--- src/rtl/sm_conv_pkg.sv ---
// Shared definitions for the sign-magnitude converter arbiter: data width,
// saturation constants and the arbiter FSM state encoding.
package sm_conv_pkg;

  localparam int DATA_W = 11;

  // The most negative 11-bit value has no sign-magnitude image and is clamped.
  localparam logic [DATA_W-1:0] SAT_IN  = 11'h400;
  localparam logic [DATA_W-1:0] SAT_OUT = 11'h3FF;

  // RSVD is never entered on purpose; the FSM steers it back to IDLE.
  typedef enum logic [1:0] {
    IDLE = 2'd0,
    CONV = 2'd1,
    HOLD = 2'd2,
    RSVD = 2'd3
  } state_t;

endpackage

--- src/rtl/twoc_to_sm.sv ---
// Combinational two's-complement to sign-magnitude converter.
// The most negative input comes out with magnitude 11'h400; callers that need
// a representable result clamp that case themselves.
module twoc_to_sm
  import sm_conv_pkg::*;
(
  input  logic [DATA_W-1:0] t,
  output logic [DATA_W-1:0] sm,
  output logic              signbit
);

  // Negate negative inputs, pass positive ones through.
  always_comb begin
    signbit = t[DATA_W-1];
    sm      = signbit ? (~t + 1'b1) : t;
  end

endmodule

--- src/rtl/sm_conv_arbiter.sv ---
// Round-robin arbiter sharing one two's-complement -> sign-magnitude converter
// between NREQ requesters. One operand is captured per grant, converted, and
// returned with the winner's index.
//
// Handshakes:
//   Request side: req[i] is held with a stable operand until ack[i] pulses for
//   one cycle; req is only looked at while the FSM is IDLE.
//   Result side: out_valid stays high with out_* stable until a cycle in which
//   out_valid & out_ready are both 1; that cycle is the transfer, and out_valid
//   drops on the following edge.
module sm_conv_arbiter
  import sm_conv_pkg::*;
#(
  parameter  int NREQ = 4,
  localparam int ID_W = $clog2(NREQ)
) (
  input  logic                   clk,
  input  logic                   rst,
  input  logic [NREQ-1:0]        req,
  input  logic [NREQ*DATA_W-1:0] req_data,
  output logic [NREQ-1:0]        ack,
  output logic                   busy,
  output logic                   out_valid,
  input  logic                   out_ready,
  output logic [DATA_W-1:0]      out_sm,
  output logic                   out_sign,
  output logic [ID_W-1:0]        out_id,
  output logic                   out_sat,
  output logic [1:0]             state_dbg
);

  localparam logic [ID_W:0]   NREQ_W = (ID_W+1)'(NREQ);
  localparam logic [ID_W-1:0] LAST_ID = ID_W'(NREQ - 1);

  state_t              state, state_nxt;
  logic [DATA_W-1:0]   op_reg;
  logic [ID_W-1:0]     id_reg;
  logic [ID_W-1:0]     rr_ptr;
  logic [ID_W-1:0]     win;
  logic                found;
  logic [ID_W:0]       cand;
  logic [DATA_W-1:0]   ops [NREQ];
  logic [DATA_W-1:0]   conv_sm;
  logic                conv_sign;
  logic                conv_sat;

  logic [NREQ-1:0]     ack_d;
  logic                busy_d;
  logic                valid_d;
  logic [DATA_W-1:0]   sm_d;
  logic                sign_d;
  logic [ID_W-1:0]     id_d;
  logic                sat_d;

  assign state_dbg = state;

  // Split the flat operand bus into one word per requester.
  always_comb begin
    for (int i = 0; i < NREQ; i++) begin
      ops[i] = req_data[i*DATA_W +: DATA_W];
    end
  end

  // Round-robin search: first active request at or after rr_ptr, wrapping.
  always_comb begin
    win   = rr_ptr;
    found = 1'b0;
    cand  = '0;
    for (int k = 0; k < NREQ; k++) begin
      cand = {1'b0, rr_ptr} + (ID_W+1)'(k);
      if (cand >= NREQ_W) cand = cand - NREQ_W;
      if (!found && req[cand[ID_W-1:0]]) begin
        found = 1'b1;
        win   = cand[ID_W-1:0];
      end
    end
  end

  twoc_to_sm u_conv (
    .t       (op_reg),
    .sm      (conv_sm),
    .signbit (conv_sign)
  );

  assign conv_sat = (op_reg == SAT_IN);

  // FSM state register.
  always_ff @(posedge clk or posedge rst) begin
    if (rst) state <= IDLE;
    else     state <= state_nxt;
  end

  // Next state: capture, convert, then wait for the result handshake.
  always_comb begin
    state_nxt = state;
    case (state)
      IDLE:    if (|req) state_nxt = CONV;
      CONV:    state_nxt = HOLD;
      HOLD:    if (out_valid && out_ready) state_nxt = IDLE;
      default: state_nxt = IDLE;
    endcase
  end

  // Next values of the registered outputs.
  always_comb begin
    ack_d   = '0;
    busy_d  = (state_nxt != IDLE);
    valid_d = out_valid;
    sm_d    = out_sm;
    sign_d  = out_sign;
    id_d    = out_id;
    sat_d   = out_sat;
    case (state)
      IDLE: if (|req) ack_d[win] = 1'b1;
      CONV: begin
        valid_d = 1'b1;
        sm_d    = conv_sat ? SAT_OUT : conv_sm;
        sign_d  = conv_sat ? 1'b0 : conv_sign;
        id_d    = id_reg;
        sat_d   = conv_sat;
      end
      HOLD:    if (out_ready) valid_d = 1'b0;
      default: valid_d = 1'b0;
    endcase
  end

  // Output registers.
  always_ff @(posedge clk or posedge rst) begin
    if (rst) begin
      ack       <= '0;
      busy      <= 1'b0;
      out_valid <= 1'b0;
      out_sm    <= '0;
      out_sign  <= 1'b0;
      out_id    <= '0;
      out_sat   <= 1'b0;
    end else begin
      ack       <= ack_d;
      busy      <= busy_d;
      out_valid <= valid_d;
      out_sm    <= sm_d;
      out_sign  <= sign_d;
      out_id    <= id_d;
      out_sat   <= sat_d;
    end
  end

  // Operand capture on grant and pointer advance past the served requester.
  always_ff @(posedge clk or posedge rst) begin
    if (rst) begin
      op_reg <= '0;
      id_reg <= '0;
      rr_ptr <= '0;
    end else begin
      if (state == IDLE && |req) begin
        op_reg <= ops[win];
        id_reg <= win;
      end
      if (state == CONV) begin
        rr_ptr <= (id_reg == LAST_ID) ? '0 : id_reg + 1'b1;
      end
    end
  end

endmodule

--- config.mk ---
export PLATFORM = sky130hd
export DESIGN_NAME = sm_conv_arbiter
export DESIGN_NICKNAME = d
export VERILOG_FILES = /design/src/rtl/sm_conv_pkg.sv /design/src/rtl/twoc_to_sm.sv /design/src/rtl/sm_conv_arbiter.sv
export SDC_FILE = /design/constraint.sdc
export NUM_CORES = 1
export LEC_CHECK = 0
export BUFFER_PORTS_ARGS = -buffer_cell sky130_fd_sc_hd__clkbuf_2
export CAP_MARGIN = 20
export CORE_MARGIN = 1
export CORE_UTILIZATION = 40
export CTS_CLUSTER_DIAMETER = 60
export DETAILED_ROUTE_END_ITERATION = 16
export GPL_TIMING_DRIVEN = 0
export PLACE_DENSITY = 0.63
export RECOVER_POWER = 100
export SYNTH_ARGS = -nofsm -noshare
export SYNTH_HDL_FRONTEND = slang
export SYNTH_HIERARCHICAL = 1
export SYNTH_SLANG_ARGS = --single-unit
export TNS_END_PERCENT = 20
--- constraint.sdc ---
create_clock -name clk -period 3.1 [get_ports clk]
set_input_delay 0.31 -clock clk [delete_from_list [all_inputs] [get_ports clk]]
set_output_delay 0.31 -clock clk [all_outputs]
set_load 0.02 [all_outputs]
# ---- After elaboration in Yosys (flattened, before gate mapping)
# Cells that the tools add are included.
# Widths: inputs -> output; s select.
dict set report word_totals {
  ff_bits 38
  input_bits 51
  out_inout_bits 23
  elab_cells 87
}
dict set report op_classes {
  addsub 9
  n_lt_le_gt_ge 11
  n_eq_ne 5
  mux 35
  n_bitwise 3
  n_reduce_logical 13
}
# operator n
set op_table {}
lappend op_table {{$mux 11} 4}
lappend op_table {{$bmux 11 s2} 1}
lappend op_table {{$mux 2} 11}
lappend op_table {{$lt 2x3->1 const B} 5}
lappend op_table {{$ge 3x3->1 const B} 4}
lappend op_table {{$add 11x1->11 const B} 1}
lappend op_table {{$eq 11x11->1 const B} 1}
lappend op_table {{$not 11->11} 1}
lappend op_table {{$mux 1} 10}
lappend op_table {{$bmux 1 s2} 4}
lappend op_table {{$mux 4} 2}
lappend op_table {{$sub 2x1->2 const B} 4}
lappend op_table {{$add 2x2->3 const B} 2}
lappend op_table {{$logic_and 1x1->1} 6}
lappend op_table {{$pmux 2 s3} 1}
lappend op_table {{$eq 2x2->1 const B} 2}
lappend op_table {{$reduce_or 4->1} 1}
lappend op_table {{$add 2x1->3 const B} 1}
lappend op_table {{$ge 2x3->1 const B} 1}
lappend op_table {{$logic_not 1->1} 3}
lappend op_table {{$not 2->3} 1}
lappend op_table {{$pmux 1 s3} 1}
lappend op_table {{$add 2x1->2 const B} 1}
lappend op_table {{$demux 1 s2} 1}
lappend op_table {{7 further kinds} 7}

# ---- Depth between registers and ports, before layout
dict set report logic_depth {
  word_depth 20
  ltp_mapped 8
  mapped_depth_nobuf 6
}

# ---- Cells and area by module
# Netlist, hierarchy kept.
# module n_inst cells_each area_per_inst_um2 seq_area_each_um2
set modules_own_cells {}
lappend modules_own_cells {sm_conv_arbiter 1 197 2118.3 950.9}
lappend modules_own_cells {twoc_to_sm 1 33 241.5 0.0}

# ---- Least setup slack after synthesis
# Ideal clock, no wire load.
dict set report synth_path {
  path_type {register -> register}
  from {reg rr_ptr[0]}
  to {reg op_reg[2]}
  setup_ns 0.125
  arrival_ns 1.602
  required_time_ns 2.975
  path_slack_ns 1.373
  path_stages_with_launch 7
  n_path_buf 1
  synth_period_minus_slack_ns 1.727
  path_cell_list {dfrtp_1 -> nor3b_2 -> or3_1 -> buf_6 -> nand3_4 -> mux2_4 -> o2bb2ai_2}
}
dict set report synth_via {
  elab_chain_len 18
  word_cells_on_any_way 40
  cone_classes {add/sub (7); order compare (4); mux (22); bitwise (1); reduce/logical (6)}
}
# item line_no
set synth_rtl {}
lappend synth_rtl {{start, declared} sm_conv_arbiter.sv:38} ;# logic [ID_W-1:0] rr_ptr;
lappend synth_rtl {{start signal, assigned} sm_conv_arbiter.sv:160} ;# rr_ptr <= (id_reg == LAST_ID) ? '0 : id_reg + 1'b1;
lappend synth_rtl {{branches (longest 13 deep; another with $add 2x1->3)} -}
lappend synth_rtl {{$mux 2 *} sm_conv_arbiter.sv:72} ;# if (!found && req[cand[ID_W-1:0]]) begin
lappend synth_rtl {{$not 2->3 (implied by the code) *} sm_conv_arbiter.sv:156} ;# op_reg <= ops[win];
lappend synth_rtl {{$bmux 11 s2 *} sm_conv_arbiter.sv:156}
lappend synth_rtl {{$mux 11 (implied by the code) * (2 in a row)} sm_conv_arbiter.sv:156}
lappend synth_rtl {{end signal, assigned} sm_conv_arbiter.sv:156}
lappend synth_rtl {{end, declared} sm_conv_arbiter.sv:36} ;# logic [DATA_W-1:0] op_reg;
# Every way passes the cells marked *. The select of a mux whose other input is x is not followed.
# A chain may end at the register's enable or synchronous reset.

# ---- Worst setup path in the final report
dict set report layout_path {
  from {in req[2]}
  to {reg op_reg[10]}
}
dict set report layout_via {
  elab_chain_len 16
  word_cells_on_any_way 27
  cone_classes {mux (18); bitwise (1); reduce/logical (8)}
}
# item line_no
set layout_rtl {}
lappend layout_rtl {{start, declared} sm_conv_arbiter.sv:19} ;# input logic [NREQ-1:0] req,
lappend layout_rtl {{$bmux 1 s2} sm_conv_arbiter.sv:72}
lappend layout_rtl {{$mux 1 (implied by the code)} sm_conv_arbiter.sv:72}
lappend layout_rtl {{$mux 1} sm_conv_arbiter.sv:72}
lappend layout_rtl {{$logic_not 1->1} sm_conv_arbiter.sv:72}
lappend layout_rtl {{$logic_and 1x1->1} sm_conv_arbiter.sv:72}
lappend layout_rtl {{$mux 1} sm_conv_arbiter.sv:72}
lappend layout_rtl {{$logic_not 1->1} sm_conv_arbiter.sv:72}
lappend layout_rtl {{$logic_and 1x1->1} sm_conv_arbiter.sv:72}
lappend layout_rtl {{$mux 1} sm_conv_arbiter.sv:72}
lappend layout_rtl {{$logic_not 1->1} sm_conv_arbiter.sv:72}
lappend layout_rtl {{$logic_and 1x1->1} sm_conv_arbiter.sv:72}
lappend layout_rtl {{$mux 2} sm_conv_arbiter.sv:72}
lappend layout_rtl {{$not 2->3 (implied by the code)} sm_conv_arbiter.sv:156}
lappend layout_rtl {{$bmux 11 s2} sm_conv_arbiter.sv:156}
lappend layout_rtl {{$mux 11 (implied by the code) (2 in a row)} sm_conv_arbiter.sv:156}
# Parallel ways exist; a longest one is shown, timed or not. The select of a mux whose other input is x is not followed.

==> results.md <==
- Pin count of the biggest net entering global routing: 39
- Tmin final: 2.14 ns
- Post-detail-place hpwl: 4180 µm
- RePlAce Congestion: 0.807
- Worst hold slack: 0.314 ns
- Area Overhead vs Synth: 19.8%
- Synthesized area: 0.00236 mm²
- Avg WL per Cell: 14.6 µm
- Combinational Power Share: 11.3%
- Period utilisation layout: 68.9%
- Leading cell type in the layout, fill and taps excluded: clkbuf_2
- Hold Path Class: input port to flop
- DP Worst Slack: 1.22 ns
- Worst rel slew slack: 6.83%
- Multi-input gate area: 0.00122 mm²
- Die Height: 78.8 µm
- Hold path startpoint: req_data[21]
- PwrDens: 362 mW/mm²
- Worst path slowest cell: o21ai_0
- Setup WS post-layout: 0.965 ns
- CTS tree: done
- Most frequent cells in the layout: clkbuf_2 (47), dfrtp_1 (38), clkbuf_1 (33), nand2_1 (22), o22a_1 (16)
- Final wirelength: 5580 µm
- Tot GR Track Use: 19.1%
- Final #Nets: 361
- Int Pwr: 0.791 mW
- Yosys reg bits: 38
- Register area: 951 µm²
- EDFF count, synth: 0
- Placed inst area: 0.00281 mm²
- Die W: 78.8 µm
- Setup tns final: 0 ns
- CP Launch Type: input port
- CTS buffer count: 5
- LEAKAGE: 1.32 nW
- Flop pwr share: 48.4%
- Filler instances: 566
- Net Sw Frac: 22.8%
- Htree depth: 2
- Crit Path Class: input port to flop
- Fraction of layout cells with a size suffix above 1: 25.2%
- Peak VDD IR: 0.000196 V
- First-pass GRT wire length: 9070 µm
- RR Startpoint: op_reg[2]$_DFFE_PP0P_
- Post-route clock skew: 0.00870 ns
- Max Cap Viol: 0
- 1st-pass router iterations: 4
- # IOs: 74
- Final Hold Vio Count: 0
- Clk network pwr share: 40.4%
- # clock sinks: 38
- Reg clk slew, reported paths: 0.07 ns
- RSZ-0062 raised after global routing: false
- Critical path cell sequence: clkbuf_1 -> or3_1 -> o21ai_0 -> inv_1 -> clkbuf_1 -> nor2_1 -> nor2_1 -> o2bb2ai_1
- DRC: 0
- Synth Flop Type: dfrtp_1
- Overflow after GRT: 0
- Least-Margin Pin Slew: 1.40 ns
- Core area: 0.00561 mm²
- Final setup fails: 0
- Switch Pwr: 0.233 mW
- Starting Density: 42.1%
- Post-route cell area: 0.00283 mm²
- Req. time, crit path: 3.27 ns
- R2r setup slk: 0.97 ns
- Antenna cells: 0
- Initial antenna violation count: 0
- Die footprint: 0.00621 mm²
- Clock Tree Root: clkbuf_8
- DRT antenna net count: 0
- Max Buffers Root-to-Sink: 2
- Register area share after synthesis: 40.3%
- Crit path DAT: 2.31 ns
- Synthesized area per cell: 10.3 µm²
- RR Endpoint: out_sm[1]$_DFFE_PP0P_
- Postcts setup bufs: 0
- Port Buffers: 71
- Fraction of registers with async set/reset: 100%
- Clock Latency Late Sink: 0.29 ns
- Initial DRC Count: 89
- Status: finished clean
- Critical Path Max Stage Delay: 0.55 ns
- Slew Limit Fails: 0
- Post-layout util: 50.4%
- Post-Syn Nets: 283
- Row count: 27
- Hold path depth: 3
- Vias in the first global route: 1921
- Syn. warnings: 6
- Post-synthesis cell type count: 54
- Cts repair resizes: 0
- Via/cell ratio: 5.28
- Max Freq: 0.468 GHz
- Reg2reg path depth: 5
- Post-Syn Instances: 230
- Worst-path fanout max: 10
- Routed vias: 2012
- WHS Endpoint: op_reg[10]$_DFFE_PP0P_
- Setup crit end kind: flop
- Hold_buf cts: 0
[routing by layer]
| layer | track usage (%) | share of wire (%) |
|---|---|---|
| met1 | 25.7 | 47 |
| met2 | 29.7 | 43 |
| met4 | 9.07 | 2.5 |
| met3 | 3.10 | 6.9 |
| met5 | 0 | 0 |
[worst max-delay path: cells and delay by family]
kind | cells | cell delay (ns)
compound gates | 2 | 0.66
buf+inv | 3 | 0.67
simple gates | 3 | 0.66
[logic make-up (layout without fill, tap and decap cells)]
kind of cell / after synthesis / in the layout / share of synthesized area (%)
adders and majority gates: 2 / 2 / 1.06
DFF: 38 / 38 / 40.3
xor gates and xnor gates: 8 / 8 / 2.97
buffers and inverters: 25 / 104 / 6.04
muxes: 8 / 8 / 4.24
and+or+nand+nor: 80 / 80 / 19.3
AOI/OAI and AO/OA: 69 / 69 / 26.1
[synth_stat cells (5+ instances only)]
master | instances | area, µm²
nand4_1 | 5 | 31.3
a221o_1 | 5 | 50.1
xnor2_1 | 8 | 70.1
a21oi_1 | 6 | 30.0
nand2_1 | 22 | 82.6
inv_1 | 9 | 33.8
dfrtp_1 | 38 | 951
o21ai_0 | 6 | 30.0
o22a_1 | 16 | 140
nand2b_1 | 9 | 56.3
nor2_1 | 12 | 45.0
o31ai_1 | 7 | 52.6
[through the flow]
stage / total power [mW] / std cells
3_3_place_gp: 0.622 / 373
4_1_cts: 1.03 / 381
6_report: 1.02 / 381
5_1_grt: 1.06 / 381
2_1_floorplan: 0.574 / 230
3_5_place_dp: 0.622 / 373
[worst max path at each step]
stage	depth (start not counted)	start	to	slack, ns
floorplan	6	rr_ptr[0]$_DFFE_PP0P_	op_reg[2]$_DFFE_PP0P_	1.37
finish	8	req[2]	op_reg[10]$_DFFE_PP0P_	0.96
global route	8	req[2]	op_reg[10]$_DFFE_PP0P_	0.72
global placement	6	rr_ptr[0]$_DFFE_PP0P_	op_reg[2]$_DFFE_PP0P_	1.21
detailed placement	6	rr_ptr[0]$_DFFE_PP0P_	op_reg[2]$_DFFE_PP0P_	1.22
CTS	6	rr_ptr[0]$_DFFE_PP0P_	op_reg[2]$_DFFE_PP0P_	1.19
[power groups by stage]
stage / sequential, mW / combinational [mW] / clock [mW]
2_1_floorplan: 0.505 / 0.0694 / 0
3_3_place_gp: 0.505 / 0.117 / 0
3_5_place_dp: 0.505 / 0.117 / 0
4_1_cts: 0.495 / 0.118 / 0.421
5_1_grt: 0.495 / 0.127 / 0.442
6_report: 0.495 / 0.115 / 0.413
[final cells by class]
| cell class | count | area share [%] |
|---|---|---|
| Timing Repair Buffer | 71 | 11.5 |
| Clock buffer | 7 | 2.70 |
| Inverter | 10 | 1.33 |
| Multi-Input combinational cell | 167 | 43.2 |
| Tap cell | 72 | 3.19 |
| Buffer | 15 | 3.36 |
| Clock inverter | 1 | 1.06 |
| Sequential cell | 38 | 33.6 |
Power figures use the tool's default switching activity.
